$ cat config.mk
export PLATFORM = sky130hd
export DESIGN_NAME = layer0_feature_packer
export DESIGN_NICKNAME = d
export VERILOG_FILES = /design/src/rtl/layer0_feature_packer.sv
export SDC_FILE = /design/constraint.sdc
export NUM_CORES = 1
export LEC_CHECK = 0
export CORE_MARGIN = 5
export CORE_UTILIZATION = 30
export CTS_CLUSTER_DIAMETER = 200
export DETAILED_ROUTE_END_ITERATION = 10
export DONT_BUFFER_PORTS = 1
export PLACE_DENSITY_LB_ADDON = 0.25
export SYNTH_ARGS = -nofsm -noshare
export SYNTH_HDL_FRONTEND = slang
export SYNTH_SLANG_ARGS = --single-unit
$ cat constraint.sdc
create_clock -name clk -period 4.2 [get_ports clk]
set_input_delay 1.05 -clock clk [delete_from_list [all_inputs] [get_ports clk]]
set_output_delay 1.05 -clock clk [all_outputs]
set_load 0.01 [all_outputs]
$ cat src/rtl/layer0_feature_packer.sv
// layer0_feature_packer
// Integrates a signed ADC readout trace over fixed windows, quantizes each
// window mean to a small unsigned code and packs NUM_FEAT codes into one
// vector for the layer-0 neuron tables. Single-entry output buffer with
// valid/ready handshakes on both sides.
module layer0_feature_packer #(
   parameter int SAMPLE_W = 16,
   parameter int WINDOW   = 8,
   parameter int NUM_FEAT = 16,
   parameter int FEAT_W   = 2,
   parameter int Q_SHIFT  = 12
) (
   input  logic                         clk,
   input  logic                         rst,
   input  logic                         s_valid,
   output logic                         s_ready,
   input  logic [SAMPLE_W-1:0]          s_data,
   input  logic                         s_last,
   output logic                         m_valid,
   input  logic                         m_ready,
   output logic [NUM_FEAT*FEAT_W-1:0]   m_data,
   output logic                         m_trunc
);

   localparam int LOG2W  = $clog2(WINDOW);
   localparam int ACC_W  = SAMPLE_W + LOG2W;
   localparam int SCNT_W = LOG2W;
   localparam int FCNT_W = (NUM_FEAT > 1) ? $clog2(NUM_FEAT) : 1;
   localparam int VEC_W  = NUM_FEAT * FEAT_W;

   localparam logic [FEAT_W-1:0]       MID_CODE = FEAT_W'(2 ** (FEAT_W - 1));
   localparam logic [VEC_W-1:0]        MID_VEC  = {NUM_FEAT{MID_CODE}};
   localparam logic signed [ACC_W-1:0] BIAS     = ACC_W'(2 ** (FEAT_W - 1));
   localparam logic signed [ACC_W-1:0] MAX_CODE = ACC_W'(2 ** FEAT_W - 1);

   typedef enum logic {
      ACCUM = 1'b0,
      HOLD  = 1'b1
   } state_t;

   state_t                     state_q, state_d;
   logic signed [ACC_W-1:0]    acc_q, acc_d;
   logic [SCNT_W-1:0]          sample_cnt_q, sample_cnt_d;
   logic [FCNT_W-1:0]          feat_cnt_q, feat_cnt_d;
   logic [VEC_W-1:0]           vec_q, vec_d;
   logic [VEC_W-1:0]           m_data_q, m_data_d;
   logic                       m_valid_q, m_valid_d;
   logic                       m_trunc_q, m_trunc_d;
   logic                       s_ready_q, s_ready_d;

   logic                       accept;
   logic signed [ACC_W-1:0]    sum;
   logic [FEAT_W-1:0]          code;
   logic                       win_done;
   logic                       last_slot;
   logic [VEC_W-1:0]           slot_vec;

   // Floor mean, coarse shift, bias to unsigned and saturate.
   function automatic logic [FEAT_W-1:0] quantize(input logic signed [ACC_W-1:0] total);
      logic signed [ACC_W-1:0] mean;
      logic signed [ACC_W-1:0] v;
      logic signed [ACC_W-1:0] biased;
      mean   = total >>> LOG2W;
      v      = mean >>> Q_SHIFT;
      biased = v + BIAS;
      if (biased < 0)
         return '0;
      else if (biased > MAX_CODE)
         return '1;
      else
         return biased[FEAT_W-1:0];
   endfunction

   assign s_ready = s_ready_q;
   assign m_valid = m_valid_q;
   assign m_data  = m_data_q;
   assign m_trunc = m_trunc_q;

   // Next-state: window accumulation, slot coding, vector close and output handshake.
   always_comb begin
      state_d      = state_q;
      acc_d        = acc_q;
      sample_cnt_d = sample_cnt_q;
      feat_cnt_d   = feat_cnt_q;
      vec_d        = vec_q;
      m_data_d     = m_data_q;
      m_valid_d    = m_valid_q;
      m_trunc_d    = m_trunc_q;

      accept    = s_valid && s_ready_q && (state_q == ACCUM);
      sum       = acc_q + {{LOG2W{s_data[SAMPLE_W-1]}}, s_data};
      code      = quantize(sum);
      win_done  = (sample_cnt_q == SCNT_W'(WINDOW - 1));
      last_slot = (feat_cnt_q == FCNT_W'(NUM_FEAT - 1));
      slot_vec  = vec_q;
      slot_vec[feat_cnt_q*FEAT_W +: FEAT_W] = code;

      case (state_q)
         ACCUM: begin
            if (accept) begin
               if ((win_done && last_slot) || s_last) begin
                  // Unfilled slots already hold the midpoint code, so an early
                  // close only needs the current (possibly partial) slot written.
                  m_data_d     = slot_vec;
                  m_valid_d    = 1'b1;
                  m_trunc_d    = !(win_done && last_slot);
                  acc_d        = '0;
                  sample_cnt_d = '0;
                  feat_cnt_d   = '0;
                  vec_d        = MID_VEC;
                  state_d      = HOLD;
               end else if (win_done) begin
                  vec_d        = slot_vec;
                  acc_d        = '0;
                  sample_cnt_d = '0;
                  feat_cnt_d   = feat_cnt_q + 1'b1;
               end else begin
                  acc_d        = sum;
                  sample_cnt_d = sample_cnt_q + 1'b1;
               end
            end
         end
         HOLD: begin
            if (m_ready) begin
               m_valid_d = 1'b0;
               state_d   = ACCUM;
            end
         end
         default: state_d = ACCUM;
      endcase

      s_ready_d = !m_valid_d;
   end

   // State registers with asynchronous reset.
   always_ff @(posedge clk or posedge rst) begin
      if (rst) begin
         state_q      <= ACCUM;
         acc_q        <= '0;
         sample_cnt_q <= '0;
         feat_cnt_q   <= '0;
         vec_q        <= MID_VEC;
         m_data_q     <= '0;
         m_valid_q    <= 1'b0;
         m_trunc_q    <= 1'b0;
         s_ready_q    <= 1'b0;
      end else begin
         state_q      <= state_d;
         acc_q        <= acc_d;
         sample_cnt_q <= sample_cnt_d;
         feat_cnt_q   <= feat_cnt_d;
         vec_q        <= vec_d;
         m_data_q     <= m_data_d;
         m_valid_q    <= m_valid_d;
         m_trunc_q    <= m_trunc_d;
         s_ready_q    <= s_ready_d;
      end
   end

endmodule
Word level (Yosys, flattened, before mapping)

Index checks and enable logic that the tools add are counted.
W data, S select, Z words.

Register bits after elaboration: 94
Latch bits: 0
Bits in writable memories: 0
ROM bits: 0
Bits of input ports: 21
Output and inout port bits: 35
Logic and storage cells: 50
Memories: 0

$add $sub $neg: 5
$mul: 0
Divide/modulo/power cells: 0
$lt $le $gt $ge: 2
Equality and inequality tests: 2
Shift-type cells: 2
Muxes and demuxes: 19
Bitwise logic cells: 1
Reductions and logical operators: 10

Operators with widths:

| operator                  | number |
|---|---|
| $mux W32                  | 2 |
| $mux W19                  | 2 |
| $neg A5 Y34               | 1 |
| $shift A2 B34 Y32 const A | 1 |
| $shiftx A2 B34 Y32        | 1 |
| $bwmux W32                | 1 |
| $add A19 B19 Y19          | 1 |
| $mux W4                   | 2 |
| $mux W1                   | 6 |
| $mux W3                   | 2 |
| $reduce_and A3 Y1         | 2 |
| $add A4 B3 Y5 const B     | 1 |
| $gt A5 B3 Y1 const B      | 1 |
| $lt A5 B1 Y1 const B      | 1 |
| $add A4 B1 Y4 const B     | 1 |
| $eq A4 B4 Y1 const B      | 1 |
| $mux W2                   | 2 |
| $pmux W1 S2               | 2 |
| $add A3 B1 Y3 const B     | 1 |
| $eq A3 B3 Y1 const B      | 1 |
| $logic_and A1 B1 Y1       | 3 |
| $logic_not A1 Y1          | 2 |
| $reduce_and A2 Y1         | 1 |
| $reduce_bool A2 Y1        | 1 |
| other kinds (2)           | 2 |

Longest topological paths before layout

Depth after elaboration: 9
Depth in mapped cells: 12
Depth with buffers taken out: 11

Worst setup path after synthesis

No wires, ideal clock.

Path kind: in2reg
Start point: input port s_data[0]
End point: register vec_q[16]
Setup time: 139 ps
Arrival time: 3765 ps
Required time: 4061 ps
Setup slack: 296 ps
Stages on the path: 12
Path buffers: 1
Cell sequence: ha_1 > inv_1 > fa_1 > nand2b_1 > a211oi_2 > o311ai_2 > o21ai_0 > mux2i_1 > o31ai_4 > a22oi_4 > buf_6 > o32ai_2

Word-level cells in the longest chain between the ends: 9
Elaborated cells between the ends (all ways): 10
Those cells by class: 2 x add/sub; 2 x order compare; 1 x shift; 5 x mux

RTL lines:

| what                   | RTL line | RTL |
|---|---|---|
| start: declaration     | 17       | `input logic [SAMPLE_W-1:0] s_data,` |
| $add A19 B19 Y19 (*)   | 91       | `sum = acc_q + {{LOG2W{s_data[SAMPLE_W-1]}}, s_data};` |
| $add A4 B3 Y5 (*)      | 65       | `biased = v + BIAS;` |
| $gt A5 B3 Y1           | 68       | `else if (biased > MAX_CODE)` |
| $mux W2                | 68       |  |
| $mux W2 (*)            | 66       | `if (biased < 0)` |
| $shiftx A2 B34 Y32 (*) | 96       | `slot_vec[feat_cnt_q*FEAT_W +: FEAT_W] = code;` |
| $bwmux W32 (*)         | 96       |  |
| $mux W32 (*)           | 112      | `end else if (win_done) begin` |
| $mux W32 (*)           | 101      | `if ((win_done && last_slot) \|\| s_last) begin` |
| end signal: assignment | 152      | `vec_q <= vec_d;` |
| end: declaration       | 45       | `logic [VEC_W-1:0] vec_q, vec_d;` |

Every way passes the cells marked *; elsewhere a longest branch is shown, timed or not. The select of a mux whose other input is x is not followed.
A chain may end at the register's enable or synchronous reset.

Final worst setup path

Start point: input port s_data[0]
End point: register vec_q[6]

The elaborated chain is that of the path after synthesis.

==> results.ini <==
[clock_network]
cts-buffers-inserted=9
htreeDepth=3
holdBufCountCts=0
clk_pin_slew_worst_paths_ns=0.07
post_cts_buffers=0
clock_path_buffers=2
clk_latency_ns=0.35
root_buffer=clkbuf_16
cts_resized=0
cts.sinks=94
cts_tree=yes

[power]
p_sw_mw=1.95
powerDensity_nw_per_um2=731
pwr-share-comb_pct=47.1
vdd_drop_max_mv=0.222
p_int_mw=2.41
p_leak_nw=2.54
power.switching_fraction_pct=44.7
p_clk_share_pct=18.0
p_seq_share_pct=34.9

[global_routing]
antenna_found_initial=0
grt_pass1_vias=4322
grt_usage_pct=14.6
grt_pass1_wl_um=23800
grt_max_degree=51
gr-total-overflow=0

[synthesis]
syn_nets=652
synth_warnings=0
avgSynthCellArea_um2=8.87
ys.flop_type=dfrtp_1
synth-seq-area-share_pct=44.3
syn_inst=604
ys_seq_elements=94
async_reset_ff_share_pct=100
synth-edff-count=0
synth_cell_type_count=57
synth_area_um2=5360

[sta]
fin_crit_ns=3.65
rsz0062_at_grt=false
tns_ns=0
timing.final.ws_setup_ns=0.551
slew_headroom_pct=17.3
worst_slew_pin_slew_ns=1.24
hold_violations=0
max_freq_mhz=274
drv_slew=0
fin_crit_sh_pct=86.9
setup_violations=0
fin_skew_ns=0.0133

[routing]
drt_iter0_drc=339
avgViaCountPerCell=5.33
wl_per_cell_um=17.4
ant_nets=0
drc=0
vias=4446
dr.pass1.iters=6
wl_um=14500

[worst_setup_path]
cp_max_fo=15
path_class=primary input to flip-flop
cp-start-kind=primary input
critical_path.endpoint_type=flip-flop
cp_data_arrival_time_ns=3.88
cp.required_ns=4.43

[min_path]
worstHoldPathType=flip-flop to flip-flop

[cells_and_area]
area_growth_syn_to_layout_pct=11.1
drive_gt1_share_pct=10.5
nFillCells=1815
finalNetCount=652
layout.cells.non_filler=834
antenna_cells=0

[floorplanning]
core-area_um2=17400
die_h_um=144
rows=48
die-area_um2=20600
initial_core_util_pct=30.8
pin_count=56
die_w_um=144

[place]
io_buffers=0
dp_cells=818
hpwl_um=9950
place_ws_ns=0.189
gp_congestion=0.887

[status]
outcome=complete, no violations

[run]
maxCapViolCount=0

## stage by stage
stage,area [µm²],util [%],hold WS (ns),total power [mW]
3_3_place_gp,5680,32.6,0.450,3.55
3_5_place_dp,5680,32.6,0.451,3.58
5_1_grt,5960,34.2,0.487,4.71
2_1_floorplan,5360,-,0.434,2.93
4_1_cts,5960,34.2,0.462,4.39
6_report,5960,34.2,0.462,4.36
## cell families (layout without fill, tap and decap cells)
group	count (synthesis)	count (layout)	synth area share, %
AO/OA/AOI/OAI	197	197	23.1
XOR/XNOR	16	16	2.61
adder cells (fa/ha/maj)	27	27	6.44
buffers and inverters	53	58	3.99
flip-flops	94	94	44.3
multiplexers	4	4	0.770
AND/OR/NAND/NOR	213	213	18.8
## critical path, stage by stage
cell,delay [ns]
ha_1,0.18
inv_1,0.07
fa_1,0.38
nand2b_1,0.20
a211oi_2,0.30
o311ai_2,0.17
a211o_1,0.34
and4_4,0.22
o21ai_1,0.28
a22oi_4,0.13
buf_12,0.19
o41ai_1,0.37
## Yosys cell counts, drive strengths merged, types with 3 or more instances
master  number  area, µm²
clkbuf      24       90.1
o41ai        6       67.6
o22a         6       52.6
a22oi        3       36.3
a211oi       3       27.5
nor3        18       90.1
o31ai        4       53.8
nand2       78        293
dfstp       16        420
a22o         3       26.3
mux2i        3       30.0
o32ai        3       33.8
nor2        38        143
nand3       13       65.1
a21o         3       22.5
o21bai       3       22.5
a21oi       74        374
o21ai       68        340
o22ai        6       43.8
and2         9       56.3
ha          26        325
nand2b      13       81.3
a31oi        6       37.5
inv         25       93.8
nor2b        3       18.8
xor2         7       61.3
dfrtp       78       1950
and3        18        113
xnor2        9       78.8
nand4       19        119
buf          4       30.0
## flip-flops by register name, indices dropped and copies added (netlist names)
name          flops
m_trunc           1
m_valid           1
feat_cnt_q        4
s_ready           1
sample_cnt_q      3
m_data           32
vec_q            32
acc_q            19
state_q           1
## cells in the final DEF, fill, tap and decap left out, types with 3 or more instances in the layout
cell	instances
xor2_1	7
ha_1	26
dfrtp_1	78
o21ai_1	4
o22ai_1	5
mux2i_1	3
o21ai_0	64
a21o_1	3
xnor2_1	9
o21bai_1	3
clkbuf_16	9
nand2b_1	13
nand4_1	19
a31oi_1	6
a21oi_1	73
o41ai_1	4
o22a_1	6
a22o_1	3
and2_1	9
nor2b_1	3
nand3_1	13
nor3_1	18
nor2_1	37
and3_1	18
dfstp_2	16
nand2_1	78
inv_1	24
buf_4	15
## layout make-up
cell class              instances  area [µm²]  share of cell area, %
clock buffers                  12         246                   4.14
inverters                      25        96.3                   1.62
repair buffers                 17         153                   2.56
multi-input cells             457        2780                   46.6
well taps                     225         282                   4.73
flip-flops and latches         94        2370                   39.8
clock inverters                 4        30.0                  0.504
## path summary, 6_finish.rpt
kind,startpoint,endpoint,slack (ns),depth (start not counted)
min in group asynchronous,rst,sample_cnt_q[2],0.66,1
worst min register to register,vec_q[27],vec_q[27],0.46,2
worst min-delay path,vec_q[27],vec_q[27],0.46,2
worst max-delay path,s_data[0],vec_q[6],0.55,12
worst max register to register,acc_q[0],vec_q[6],0.88,12
max in group asynchronous,rst,vec_q[29],2.68,2
## power by group through the flow
stage | registers [mW] | clock network (mW) | logic, mW
5_1_grt | 1.57 | 0.853 | 2.29
3_3_place_gp | 1.53 | 0 | 2.02
2_1_floorplan | 1.46 | 0 | 1.48
4_1_cts | 1.53 | 0.808 | 2.05
6_report | 1.52 | 0.785 | 2.05
3_5_place_dp | 1.54 | 0 | 2.04
## per-layer routing
metal | vias up | global-route usage, % | share of wire, %
li1 | 2173 | - | -
met1 | 2150 | 20.4 | 46
met2 | 109 | 22.0 | 45
met3 | 14 | 4.19 | 7.4
met4 | 0 | 4.01 | 1.2
met5 | - | 0 | 0
(Power assumes the default switching activity.)
